### src/rtl/type_sequencer_pkg.sv
// Shared types for the typing-game sequencer: character ids, FSM states and
// the word table that backs the word ROM.
package typer_pkg;

   typedef logic [4:0] char_id_t;

   localparam char_id_t CH_A = 5'd0,  CH_B = 5'd1,  CH_C = 5'd2,  CH_D = 5'd3;
   localparam char_id_t CH_E = 5'd4,  CH_F = 5'd5,  CH_G = 5'd6,  CH_H = 5'd7;
   localparam char_id_t CH_I = 5'd8,  CH_J = 5'd9,  CH_K = 5'd10, CH_L = 5'd11;
   localparam char_id_t CH_M = 5'd12, CH_N = 5'd13, CH_O = 5'd14, CH_P = 5'd15;
   localparam char_id_t CH_Q = 5'd16, CH_R = 5'd17, CH_S = 5'd18, CH_T = 5'd19;
   localparam char_id_t CH_U = 5'd20, CH_V = 5'd21, CH_W = 5'd22, CH_X = 5'd23;
   localparam char_id_t CH_Y = 5'd24, CH_Z = 5'd25;

   typedef enum logic [2:0] {
      ST_IDLE,
      ST_FETCH,
      ST_DRAW_REQ,
      ST_DRAW_WAIT,
      ST_TYPE_WAIT,
      ST_ERASE_REQ,
      ST_ERASE_WAIT
   } seq_state_t;

   localparam int CHAR_W_DEFAULT  = 8;
   localparam int MAX_LEN_DEFAULT = 8;
   localparam int ROM_SLOTS       = 8;
   localparam int ROM_LEN_W       = 4;

   // chars[0] is the leftmost letter; len may exceed ROM_SLOTS and is clamped by the sequencer.
   typedef struct packed {
      logic [ROM_LEN_W-1:0]       len;
      char_id_t [ROM_SLOTS-1:0]   chars;
   } word_entry_t;

   function automatic word_entry_t word_entry(input int id);
      word_entry_t e;
      e = '0;
      case (id)
         0: begin e.len = 4'd3;  e.chars = {25'd0, CH_T, CH_A, CH_C}; end
         1: begin e.len = 4'd0;  e.chars = '0; end
         2: begin e.len = 4'd8;  e.chars = {CH_D, CH_R, CH_A, CH_O, CH_B, CH_Y, CH_E, CH_K}; end
         3: begin e.len = 4'd3;  e.chars = {25'd0, CH_G, CH_O, CH_D}; end
         4: begin e.len = 4'd12; e.chars = {CH_W, CH_O, CH_L, CH_F, CH_R, CH_E, CH_V, CH_O}; end
         5: begin e.len = 4'd2;  e.chars = {30'd0, CH_O, CH_G}; end
         6: begin e.len = 4'd4;  e.chars = {20'd0, CH_E, CH_P, CH_Y, CH_T}; end
         7: begin e.len = 4'd1;  e.chars = {35'd0, CH_A}; end
         default: e = '0;
      endcase
      return e;
   endfunction

endpackage

### src/rtl/type_sequencer_word_rom.sv
// Word ROM: one entry per word id holding a length and up to ROM_SLOTS
// character ids, read through a single output register.
module word_rom
   import typer_pkg::*;
#(
   parameter int NUM_WORDS = 16,
   parameter int ID_W      = $clog2(NUM_WORDS),
   parameter int IDX_W     = 3
)(
   input  logic                 clk,
   input  logic [ID_W-1:0]      word_id,
   input  logic [IDX_W-1:0]     index,
   output char_id_t             char_id,
   output logic [ROM_LEN_W-1:0] len
);

   word_entry_t mem [NUM_WORDS];

   for (genvar gi = 0; gi < NUM_WORDS; gi++) begin : g_mem
      assign mem[gi] = word_entry(gi);
   end

   always_ff @(posedge clk) begin
      char_id <= mem[word_id].chars[index];
      len     <= mem[word_id].len;
   end

endmodule

### src/rtl/type_sequencer.sv
// Typing-game control stage: loads a word, has the drawer paint it, then
// checks keystrokes and erases each correctly typed character.
module type_sequencer
   import typer_pkg::*;
#(
   parameter int MAX_LEN   = MAX_LEN_DEFAULT,
   parameter int CHAR_W    = CHAR_W_DEFAULT,
   parameter int NUM_WORDS = 16
)(
   input  logic                          clk,
   input  logic                          reset,
   input  logic                          start,
   input  logic [$clog2(NUM_WORDS)-1:0]  word_id,
   input  logic                          key_valid,
   input  logic [4:0]                    key_code,
   output logic                          draw_go,
   output logic                          draw_delete,
   output logic [4:0]                    draw_char,
   output logic [6:0]                    draw_base_x,
   input  logic                          draw_done,
   output logic                          busy,
   output logic [$clog2(MAX_LEN)-1:0]    char_index,
   output logic                          mistake,
   output logic                          word_done
);

   localparam int ID_W  = $clog2(NUM_WORDS);
   localparam int IDX_W = $clog2(MAX_LEN);
   localparam int LEN_W = ROM_LEN_W;
   localparam int X_W   = 7;
   localparam logic [LEN_W-1:0] MAX_LEN_L = LEN_W'(MAX_LEN);

   if ((MAX_LEN - 1) * CHAR_W > 127) begin : g_bad_pitch
      $fatal(1, "type_sequencer: (MAX_LEN-1)*CHAR_W does not fit the 7-bit draw_base_x");
   end
   if (MAX_LEN < 2 || MAX_LEN > ROM_SLOTS) begin : g_bad_len
      $fatal(1, "type_sequencer: MAX_LEN must lie between 2 and the ROM slot count");
   end

   seq_state_t         state_reg;
   logic [ID_W-1:0]    word_reg;
   logic [IDX_W-1:0]   index_reg;
   logic [LEN_W-1:0]   len_reg;

   logic [ID_W-1:0]    word_sel;
   logic [IDX_W-1:0]   rom_index;
   char_id_t           rom_char;
   logic [LEN_W-1:0]   rom_len;
   logic [LEN_W-1:0]   len_clamped;
   logic               last_char;
   logic               req_done;

   assign char_index  = index_reg;
   assign last_char   = (LEN_W'(index_reg) + LEN_W'(1)) == len_reg;
   assign len_clamped = (rom_len > MAX_LEN_L) ? MAX_LEN_L : rom_len;
   assign req_done    = (state_reg == ST_DRAW_WAIT || state_reg == ST_ERASE_WAIT) && draw_done;

   // The ROM is addressed with the index the FSM will hold after this edge, so
   // rom_char always reflects index_reg and the REQ states need no extra cycle.
   always_comb begin
      word_sel  = (state_reg == ST_IDLE) ? word_id : word_reg;
      rom_index = index_reg;
      if (state_reg == ST_IDLE) begin
         rom_index = '0;
      end else if (req_done) begin
         rom_index = last_char ? '0 : index_reg + IDX_W'(1);
      end
   end

   word_rom #(
      .NUM_WORDS (NUM_WORDS),
      .ID_W      (ID_W),
      .IDX_W     (IDX_W)
   ) u_rom (
      .clk     (clk),
      .word_id (word_sel),
      .index   (rom_index),
      .char_id (rom_char),
      .len     (rom_len)
   );

   always_ff @(posedge clk or posedge reset) begin
      if (reset) begin
         state_reg   <= ST_IDLE;
         word_reg    <= '0;
         index_reg   <= '0;
         len_reg     <= '0;
         draw_go     <= 1'b0;
         draw_delete <= 1'b0;
         draw_char   <= '0;
         draw_base_x <= '0;
         busy        <= 1'b0;
         mistake     <= 1'b0;
         word_done   <= 1'b0;
      end else begin
         mistake   <= 1'b0;
         word_done <= 1'b0;
         case (state_reg)
            ST_IDLE: begin
               if (start) begin
                  word_reg  <= word_id;
                  index_reg <= '0;
                  busy      <= 1'b1;
                  state_reg <= ST_FETCH;
               end
            end
            ST_FETCH: begin
               len_reg   <= len_clamped;
               index_reg <= '0;
               if (len_clamped == '0) begin
                  word_done <= 1'b1;
                  busy      <= 1'b0;
                  state_reg <= ST_IDLE;
               end else begin
                  state_reg <= ST_DRAW_REQ;
               end
            end
            ST_DRAW_REQ: begin
               draw_go     <= 1'b1;
               draw_delete <= 1'b0;
               draw_char   <= rom_char;
               draw_base_x <= X_W'(index_reg * CHAR_W);
               state_reg   <= ST_DRAW_WAIT;
            end
            ST_DRAW_WAIT: begin
               if (draw_done) begin
                  draw_go <= 1'b0;
                  if (last_char) begin
                     index_reg <= '0;
                     state_reg <= ST_TYPE_WAIT;
                  end else begin
                     index_reg <= index_reg + IDX_W'(1);
                     state_reg <= ST_DRAW_REQ;
                  end
               end
            end
            ST_TYPE_WAIT: begin
               if (key_valid) begin
                  if (key_code == rom_char) begin
                     state_reg <= ST_ERASE_REQ;
                  end else begin
                     mistake <= 1'b1;
                  end
               end
            end
            ST_ERASE_REQ: begin
               draw_go     <= 1'b1;
               draw_delete <= 1'b1;
               draw_char   <= rom_char;
               draw_base_x <= X_W'(index_reg * CHAR_W);
               state_reg   <= ST_ERASE_WAIT;
            end
            ST_ERASE_WAIT: begin
               if (draw_done) begin
                  draw_go <= 1'b0;
                  if (last_char) begin
                     index_reg <= '0;
                     word_done <= 1'b1;
                     busy      <= 1'b0;
                     state_reg <= ST_IDLE;
                  end else begin
                     index_reg <= index_reg + IDX_W'(1);
                     state_reg <= ST_TYPE_WAIT;
                  end
               end
            end
            default: state_reg <= ST_IDLE;
         endcase
      end
   end

endmodule

### config.mk
export PLATFORM = sky130hd
export DESIGN_NAME = type_sequencer
export DESIGN_NICKNAME = d
export VERILOG_FILES = /design/src/rtl/type_sequencer_pkg.sv /design/src/rtl/type_sequencer_word_rom.sv /design/src/rtl/type_sequencer.sv
export SDC_FILE = /design/constraint.sdc
export NUM_CORES = 1
export LEC_CHECK = 0
export CAP_MARGIN = 20
export CORE_MARGIN = 2
export CORE_UTILIZATION = 50
export CTS_BUF_LIST = sky130_fd_sc_hd__clkbuf_4 sky130_fd_sc_hd__clkbuf_8
export DETAILED_ROUTE_END_ITERATION = 8
export GPL_TIMING_DRIVEN = 0
export MAX_ROUTING_LAYER = met4
export PLACE_DENSITY_LB_ADDON = 0.12
export SYNTH_ARGS = -nofsm -noshare
export SYNTH_HDL_FRONTEND = slang
export SYNTH_HIERARCHICAL = 1
export SYNTH_SLANG_ARGS = --single-unit
export TNS_END_PERCENT = 20
### constraint.sdc
create_clock -name clk -period 3.7 [get_ports clk]
set_clock_uncertainty 0.15 [all_clocks]
set_input_delay 0.555 -clock clk [delete_from_list [all_inputs] [get_ports clk]]
set_output_delay 0.555 -clock clk [all_outputs]
set_load 0.02 [all_outputs]
# Yosys cells after proc, flatten, opt, wreduce, memory -nomap -nowiden
# Memories as Yosys holds them, arrays and structs flattened.
# Index checks and enable logic that the tools add are counted.
dict set report op_classes {
  muxes 36
  n_lt_le_gt_ge 3
  bitwise_logic 1
  eq_ne 16
  add_sub_neg 2
  reduce_logical 15
}
# cell n
set ops {}
lappend ops {{$mux 44} 2}
lappend ops {{$mux 3} 12}
lappend ops {{$pmux 3 s7} 1}
lappend ops {{$bmux 5 s3} 1}
lappend ops {{$ne 2x2->1 const B} 7}
lappend ops {{$mux 1} 11}
lappend ops {{$reduce_and 5->1} 2}
lappend ops {{$eq 3x3->1 const B} 3}
lappend ops {{$pmux 3 s3} 1}
lappend ops {{$mux 4} 2}
lappend ops {{$eq 3x2->1 const B} 2}
lappend ops {{$pmux 1 s2} 3}
lappend ops {{$reduce_bool 3->1} 2}
lappend ops {{$eq 5x5->1} 1}
lappend ops {{$ge 5x5->1 const B} 1}
lappend ops {{$mux 5} 1}
lappend ops {{$not 4->5} 1}
lappend ops {{$add 3x1->4 const B} 1}
lappend ops {{$eq 4x4->1} 1}
lappend ops {{$gt 4x4->1 const B} 1}
lappend ops {{$logic_not 4->1} 1}
lappend ops {{$lt 3x4->1 const B} 1}
lappend ops {{$reduce_and 2->1} 2}
lappend ops {{$reduce_bool 2->1} 2}
lappend ops {{other kinds (10)} 11}
dict set report word_totals {
  output_inout_bits 20
  rom_bits 704
  register_bits 36
  wordCells 87
  in_bits 14
  memories 1
}
# name words word_bits read_ports rd_ports_with_merged_regs wr line
set memory_table {}
lappend memory_table {{(name not given)} 16 44 1 0 0 type_sequencer_word_rom.sv:24} ;# char_id <= mem[word_id].chars[index];

# Logic depth before layout (Yosys ltp)
# Gate-level depths: netlist (run 1).
dict set report depth {
  ltp_word 8
  mapped_depth 11
  ltp_nobuf 9
}

# Hierarchy
# Netlist (run 1), hierarchy kept.
# module area_each_um2 instances seq_area_each_um2 cells_each
set by_module_without_submodules {}
lappend by_module_without_submodules {type_sequencer 1591.5 1 675.6 151}
lappend by_module_without_submodules {word_rom 664.4 1 180.2 83}

# Least setup slack after synthesis (run 1)
# Ideal clock, no wire load.
dict set report synth_timing {
  path_kind {register to register}
  start {register index_reg[1], in the netlist char_index[1]}
  end {register u_rom.char_id[0]}
  required_ps 3410
  stages_incl_launch_ff 11
  period_less_slack_ps 2728
  setup_time_ps 140
  slack_ps 972
  arrival_ps 2437
  n_path_buf 1
  path_cell_list {dfrtp_1 > ha_1 > xnor3_1 > o2111ai_2 > buf_6 > nand2_1 > o22ai_1 > mux2_2 > a221o_1 > a21oi_1 > a311oi_1}
}
dict set report synth_via {
  elab_chain_len 7
  word_cells_on_any_way 8
  classes_between {add/sub (2); eq/ne (1); mux (5)}
}
# item line
set synth_rtl {}
lappend synth_rtl {{start, declared} type_sequencer.sv:42} ;# logic [IDX_W-1:0] index_reg;
lappend synth_rtl {{start signal, assigned} type_sequencer.sv:132} ;# index_reg <= index_reg + IDX_W'(1);
lappend synth_rtl {{start signal, assigned} type_sequencer.sv:162} ;# index_reg <= index_reg + IDX_W'(1);
lappend synth_rtl {{$add 3x1->4} type_sequencer.sv:54} ;# assign last_char = (LEN_W'(index_reg) + LEN_W'(1)) == len_reg;
lappend synth_rtl {{$eq 4x4->1} type_sequencer.sv:54}
lappend synth_rtl {{$mux 3} type_sequencer.sv:66} ;# rom_index = last_char ? '0 : index_reg + IDX_W'(1);
lappend synth_rtl {{$mux 3} type_sequencer.sv:65} ;# end else if (req_done) begin
lappend synth_rtl {{$mux 3} type_sequencer.sv:63} ;# if (state_reg == ST_IDLE) begin
lappend synth_rtl {{named net rom_index[0]} type_sequencer.sv:46} ;# logic [IDX_W-1:0] rom_index;
lappend synth_rtl {{$bmux 5 s3} type_sequencer_word_rom.sv:24}
lappend synth_rtl {{$mux 5 (implied by the code)} type_sequencer_word_rom.sv:24}
lappend synth_rtl {{end signal, assigned} type_sequencer_word_rom.sv:24}
lappend synth_rtl {{end, declared} type_sequencer_word_rom.sv:13} ;# output char_id_t char_id,
# The timed path passes the listed nets, and every way through them passes these cells. The select of a mux whose other input is x is not followed.
# A chain may end at the register's enable or synchronous reset.

# Worst setup path in the final report (run 1)
dict set report layout_timing {
  start {register state_reg[2]}
  end {register u_rom.char_id[0]}
}
dict set report layout_via {
  elab_chain_len 8
  word_cells_on_any_way 14
  classes_between {eq/ne (2); mux (7); bitwise (1); reduce/logical (3); memory (1)}
}
# item line
set layout_rtl {}
lappend layout_rtl {{start, declared} type_sequencer.sv:40} ;# seq_state_t state_reg;
lappend layout_rtl {{start signal, assigned} type_sequencer.sv:84} ;# state_reg <= ST_IDLE;
lappend layout_rtl {{start signal, assigned} type_sequencer.sv:104} ;# state_reg <= ST_FETCH;
lappend layout_rtl {{start signal, assigned} type_sequencer.sv:113} ;# state_reg <= ST_IDLE;
lappend layout_rtl {{$logic_not 3->1} type_sequencer.sv:61} ;# word_sel = (state_reg == ST_IDLE) ? word_id : word_reg;
lappend layout_rtl {{$mux 4} type_sequencer.sv:61}
lappend layout_rtl {{named net word_sel[0]} type_sequencer.sv:45} ;# logic [ID_W-1:0] word_sel;
lappend layout_rtl {{$not 4->5 (implied by the code)} type_sequencer_word_rom.sv:24}
lappend layout_rtl {{$mem_v2 16x44} -}
lappend layout_rtl {{$mux 44 (2 in a row)} -}
lappend layout_rtl {{$bmux 5 s3} type_sequencer_word_rom.sv:24}
lappend layout_rtl {{$mux 5 (implied by the code)} type_sequencer_word_rom.sv:24}
# The timed path passes the listed nets, and every way through them passes these cells. The select of a mux whose other input is x is not followed.

==> results of run 1 <==
[routing by layer]
layer  GRT usage, %  routed length, microns  vias up  share of wire (%)
li1               -                       -      897                  -
met1          28.13                    2215      851                 49
met2          30.04                    2099       50                 46
met3          4.558                     199        4                4.4
met4          6.499                      51        0                1.1
met5              -                       0        -                  0
[worst min-delay path, delay by kind of cell, from the launching register on]
| family | cells | cell delay, ns |
|---|---|---|
| simple gates | 1 | 0.06 |
| compound gates | 1 | 0.07 |
| flops | 1 | 0.32 |
[cell usage in the layout, fill, tap and decap left out, drive strengths merged, types with 2 or more instances in the layout]
cell            n
a21oi          11
a221o           2
a311o           2
a311oi          2
a31oi           5
and2            2
buf            13
clkbuf         14
clkdlybuf4s50  29
conb            4
dfrtp          27
dfxtp           9
ha              8
inv             9
mux2           16
mux2i           2
nand2          25
nand2b          6
nand3           5
nand3b          4
nand4b          2
nor2           14
nor2b           6
nor3            8
o21ai          10
o22ai           2
o2bb2ai         2
o31ai           2
or2             2
or4             2
xnor2           5
xor2            4
[area by class of cell]
class	count	area, sq um
inverters	9	33.78
clock buffers	5	68.82
fillers	394	1593
well taps	52	65.06
repair buffers	30	317.8
plain buffers	21	167.7
flip-flops and latches	36	855.8
multi-input cells	171	1210
clock inverters	3	42.54
[through the flow]
step	utilization, %	worst slack [ns]
2_1_floorplan	-	0.9724
3_3_place_gp	60.23	0.4444
3_5_place_dp	60.23	0.4363
4_1_cts	62.79	0.4965
5_1_grt	63.42	0.2482
6_report	63.42	0.4923
[report_power, final]
group / switching, mW / internal, mW / leakage (nW)
sequential: 0.0854 / 0.529 / 0.425
clock: 0.145 / 0.199 / 0.0541
combinational: 0.598 / 0.540 / 0.731
total: 0.829 / 1.27 / 1.21
[logic make-up after synthesis]
family	share of synthesized area (%)
flops	37.94
simple gates	19.36
other cells	0.1662
buf+inv	8.929
compound gates	15.14
mux	9.540
fa+ha+maj	4.437
xor+xnor	4.492
[cell usage after synthesis, types with 3 or more instances]
cell type  number
dfrtp_1        27
nand2_1        25
nor2_1         14
a21oi_1        11
mux2_2         11
dfxtp_1         9
buf_4           8
ha_1            8
inv_1           8
nor3_1          8
o21ai_0         8
nand2b_1        6
nor2b_1         6
a31oi_1         5
nand3_1         5
xnor2_1         5
clkbuf_1        4
mux2_4          4
nand3b_1        4
xor2_1          4
buf_6           3
clkbuf_8        3
[final timing paths]
kind / startpoint / to / slack (ns) / cells after the start
min in group asynchronous: reset / draw_char[2] / 0.34 / 2
worst min register to register: u_rom/len[2] / len_reg[2] / 0.33 / 2
worst min-delay path: u_rom/len[2] / len_reg[2] / 0.33 / 2
max in group asynchronous: reset / len_reg[0] / 2.67 / 3
worst max-delay path: state_reg[2] / u_rom/char_id[0] / 0.49 / 11
worst max register to register: state_reg[2] / u_rom/char_id[0] / 0.49 / 11
==> qor.yml, run 1 <==
cells_and_area:
  drive_above_1_share_pct: 17.82
  reg.largest.list: "draw_char x5, u_rom/char_id x5"
  design_area_sq_um: 2761
  area_growth_pct: 22.41
  diodes: 0
  nets: 296
  layout.cells.non_filler: 327
die:
  fp.dieH_microns: 71.17
  fp.dieW_microns: 71.17
  rows: 24
  io_pins: 34
  dieArea_sq_um: 5065
  core_area_sq_um: 4354
  start_util_pct: 51.81
power_and_ir_drop:
  ir_worst_vdd_uv: 404.2
  p_per_area_nw_per_um2: 759.6
  leakagePower_nw: 1.210
  finalPower_mw: 2.098
placement:
  place_area_sq_um: 2623
  numPortBuffers: 29
  routabilityCongestion: 0.9079
  hpwl_microns: 3275
  placed_cells: 318
timing:
  hold_violations: 0
  clock.fmax_mhz: 311.7
  drv_slew: 0
  tns_ns: 0
  holdWs_ns: 0.3324
  finalCriticalPeriod_ns: 3.208
  finalSetupViolCount: 0
  finalCritPeriodShare_pct: 86.70
  worst_slew_pin_slew_ns: 0.6578
  max-slew-margin-rel_pct: 55.81
  rsz0062_at_grt: "false"
worst_setup_path:
  cp_num_buf_inv: 3
  crit_path_start_kind: "flip-flop"
  crit_fanout: 10
  cpMostUsedCell: "nand2_1"
  critPathSlowestCell: "nor3_1"
  arrival_ns: 3.20
  worstPathCellList: "clkbuf_8 > clkbuf_4 > nor3_1 > nand2_1 > nand2_1 > inv_1 > ha_1 > mux2_2 > a221o_1 > a21oi_1 > a311oi_1"
  required_ns: 3.69
  path_delay_family: "simple AND/OR/NAND/NOR gates"
  slowest_delay_ns: 0.52
  crit_type: "reg2reg"
  end_kind: "flip-flop"
detailed_routing:
  wl_microns: 4565
  drt_iter0_drc: 142
  dr.pass1.iters: 4
  ant_nets: 0
  post_drt_wl_per_cell_microns: 13.96
  vias_per_cell: 5.511
  vias: 1802
  post-route-drc-count: 0
synthesis:
  postSynthCellCount: 234
  synthTopCellsByArea: "dfrtp_1, dfxtp_1, mux2_2"
  ys_dominant_reg_cell: "dfrtp_1"
  synth_top_area_share_pct: 29.95
  synth_seq_cells: 36
  synth_edf_count: 0
  syn_area_sq_um: 2256
  yosys.area.top_type: "dfrtp_1"
  synth_cell_types: 61
  synthArstFlopShare_pct: 75.00
  yosys_warnings: 6
  synth_area_per_cell_sq_um: 9.641
  seq_area_frac_synth_pct: 37.94
clocking:
  cts_sinks: 36
  clockRootBuffer: "clkbuf_8"
  clk_pin_slew_ns: 0.08
  post_cts_resize_count: 0
  numCtsBuffers: 5
  worstSkewPairLatency_ns: 0.29
  postCtsHoldBufs: 0
  post_cts_buffers: 0
  cts_tree: "yes"
  cts_htree_levels: 2
  ctsLongestPathBuffers: 2
global_route:
  track_usage_pct: 20.44
  antenna_found_initial: 0
  first_global_vias: 1635
  globalRouteOverflowTotal: 0
  grt_max_degree: 28
  grt_pass1_wl_microns: 7928
job:
  maxCapViolCount: 0
status:
  outcome: "finished, final reports clean"
min_path:
  hold_path.class: "reg2reg"
Power figures use the tool's default switching activity.
==> run 2: changes to the inputs <==
--- a/config.mk
+++ b/config.mk
@@ -15,6 +15,5 @@
 export PLACE_DENSITY_LB_ADDON = 0.12
 export SYNTH_ARGS = -nofsm -noshare
 export SYNTH_HDL_FRONTEND = slang
-export SYNTH_HIERARCHICAL = 1
 export SYNTH_SLANG_ARGS = --single-unit
 export TNS_END_PERCENT = 20
==> run 2 against run 1 <==
  * Synthesized area is 3.0% higher
  * Global-route usage is 1.6 points higher
  * Via count is 11% higher
  * Setup slack better by 0.15 ns
  * Maximum frequency is 4.8% higher
  * Clock-buffer cell count is 1 higher
  * Worst hold slack worse by 0.018 ns
  * Critical path type unchanged
  * Largest power group unchanged
  * Highest routed layer unchanged
==> qor.yml, run 2 <==
status:
  outcome: "finished, final reports clean"
cells_and_area:
  layout.area.seq_sq_um: 855.8
  diodes: 0
  layout.cells.non_filler: 346
  reg.largest.list: "draw_char x5, u_rom.char_id x5"
  area_growth_pct: 22.08
  final_common_cell: "clkdlybuf4s50_1"
  nets: 315
  drive_above_1_share_pct: 17.01
  multiInputGateArea_sq_um: 1319
  most-common-layout-cells: "clkdlybuf4s50_1, dfrtp_1, nand2_1"
  fillers: 382
synthesis:
  synth_seq_cells: 36
  yosys_warnings: 0
  syn_area_sq_um: 2323
  postSynthCellCount: 252
  synth_edf_count: 0
  yosys.area.top_type: "dfrtp_1"
  synthTopCellsByArea: "dfrtp_1, dfxtp_1, mux2_2"
  synth_area_per_cell_sq_um: 9.220
  seq_area_frac_synth_pct: 36.83
  synth_top_area_share_pct: 29.08
  yosysMostFrequentCell: "dfrtp_1"
  synth_cell_types: 64
  ys_dominant_reg_cell: "dfrtp_1"
  synthArstFlopShare_pct: 75.00
  synth.top_cells.by_count: "dfrtp_1, nand2_1, a21oi_1, o21ai_0"
timing:
  hold_violations: 0
  finalCritPeriodShare_pct: 82.75
  finalSetupViolCount: 0
  timing.final.ws_setup_ns: 0.6382
  rsz0062_at_grt: "false"
  drv_slew: 0
  tns_ns: 0
  clock.fmax_mhz: 326.6
  max-slew-margin-rel_pct: 57.10
  finalCriticalPeriod_ns: 3.062
  worst_slew_pin_slew_ns: 0.6256
  holdWs_ns: 0.3143
power_and_ir_drop:
  switchingPower_mw: 1.240
  power.share.switching_pct: 46.08
  pwr-share-clk_pct: 13.0
  leakagePower_nw: 1.210
  p_per_area_nw_per_um2: 948.3
  ir_worst_vdd_uv: 534.4
  seq_power_share_pct: 24.3
  pwr-share-comb_pct: 62.8
  p_int_mw: 1.450
  finalPower_mw: 2.690
worst_setup_path:
  timing.rr.start: "state_reg[2]"
  r2r-end: "u_rom.char_id[2]"
  crit_type: "reg2reg"
  end_kind: "flip-flop"
  ff2ff_path_depth: 10
  required_ns: 3.71
  crit_path_start: "state_reg[2]"
  crit_path_start_kind: "flip-flop"
  r2r_slack_ns: 0.64
  endpoint: "u_rom.char_id[2]"
  crit_fanout: 8
  arrival_ns: 3.07
clocking:
  cts_htree_levels: 2
  post_cts_resize_count: 0
  post_cts_buffers: 0
  cts_tree: "yes"
  clockRootBuffer: "clkbuf_8"
  worstSkewPairLatency_ns: 0.29
  clk_pin_slew_ns: 0.08
  ctsLongestPathBuffers: 2
  numCtsBuffers: 5
  postCtsHoldBufs: 0
  cts_sinks: 36
global_route:
  grt_pass1_wl_microns: 8700
  first_global_vias: 1851
  antenna_found_initial: 0
  track_usage_pct: 22.05
  grt_max_degree: 28
  globalRouteOverflowTotal: 0
detailed_routing:
  wl_microns: 5272
  drt_iter0_drc: 195
  ant_nets: 0
  vias_per_cell: 5.769
  vias: 1996
  dr.pass1.iters: 6
  post_drt_wl_per_cell_microns: 15.24
  post-route-drc-count: 0
die:
  fp.dieH_microns: 72.17
  fp.dieW_microns: 72.17
  rows: 24
  core_area_sq_um: 4414
  dieArea_sq_um: 5209
  start_util_pct: 52.64
  io_pins: 34
job:
  maxCapViolCount: 0
min_path:
  hold_start: "u_rom.len[1]"
  hold_path.class: "reg2reg"
  min_path_cells: 2
placement:
  numPortBuffers: 29
  routabilityCongestion: 0.9203
  placed_cells: 336
  preCtsSetupSlack_ns: 0.5450
  hpwl_microns: 3838
==> run 2: power groups by stage <==
| stage | clock (mW) | sequential, mW | combinational [mW] |
|---|---|---|---|
| after floorplan | 0 | 0.703 | 1.17 |
| after global placement | 0 | 0.652 | 1.63 |
| after detailed placement | 0 | 0.659 | 1.65 |
| after CTS | 0.352 | 0.652 | 1.66 |
| after global routing | 0.370 | 0.671 | 1.86 |
| final | 0.348 | 0.653 | 1.69 |
==> run 2: logic make-up after synthesis <==
family | share of synthesized area [%]
AOI/OAI and AO/OA | 20.36
xor gates and xnor gates | 4.739
adders and majority gates | 4.308
buffers and inverters | 6.892
DFF | 36.83
muxes | 9.747
other | 0.1614
and+or+nand+nor | 16.96
==> run 2: per-stage QoR <==
step	util, %	cell area (sq um)
2_1_floorplan	-	2335
3_3_place_gp	60.94	2690
3_5_place_dp	60.94	2690
4_1_cts	63.46	2801
5_1_grt	64.26	2836
6_report	64.26	2836
==> run 2: layout make-up <==
cell class / instances / area share [%]
buffer: 21 / 4.323
clock buffer: 6 / 2.691
clock inverter: 2 / 1.235
inverter: 10 / 1.323
multi-input combinational: 188 / 46.49
sequential: 36 / 30.17
tap: 52 / 2.294
timing repair buffer: 31 / 11.47
==> run 2: worst max-delay path: stages (launching register included) <==
cell	delay, ns
dfrtp_1	0.36
buf_2	0.17
nor3_2	0.46
mux2i_1	0.50
ha_1	0.21
buf_2	0.19
nand2_1	0.07
a21oi_1	0.21
and2_1	0.18
a211oi_1	0.07
a211oi_1	0.35
==> run 2: how the worst min path moves through the flow <==
| stage | end | slack (ns) |
|---|---|---|
| after floorplan | len_reg[0] | 0.29 |
| final | len_reg[1] | 0.31 |
| after global placement | len_reg[1] | 0.30 |
| after CTS | len_reg[1] | 0.32 |
| after global routing | draw_go | 0.36 |
| after detailed placement | len_reg[1] | 0.31 |
==> run 2: routing by layer <==
layer	global-route usage, %	vias to the layer above	routed length, microns	share of wire [%]
li1	-	991	-	-
met1	28.99	945	2538	48
met2	35.07	55	2479	47
met3	3.889	5	193	3.7
met4	6.289	0	61	1.2
met5	-	-	0	0
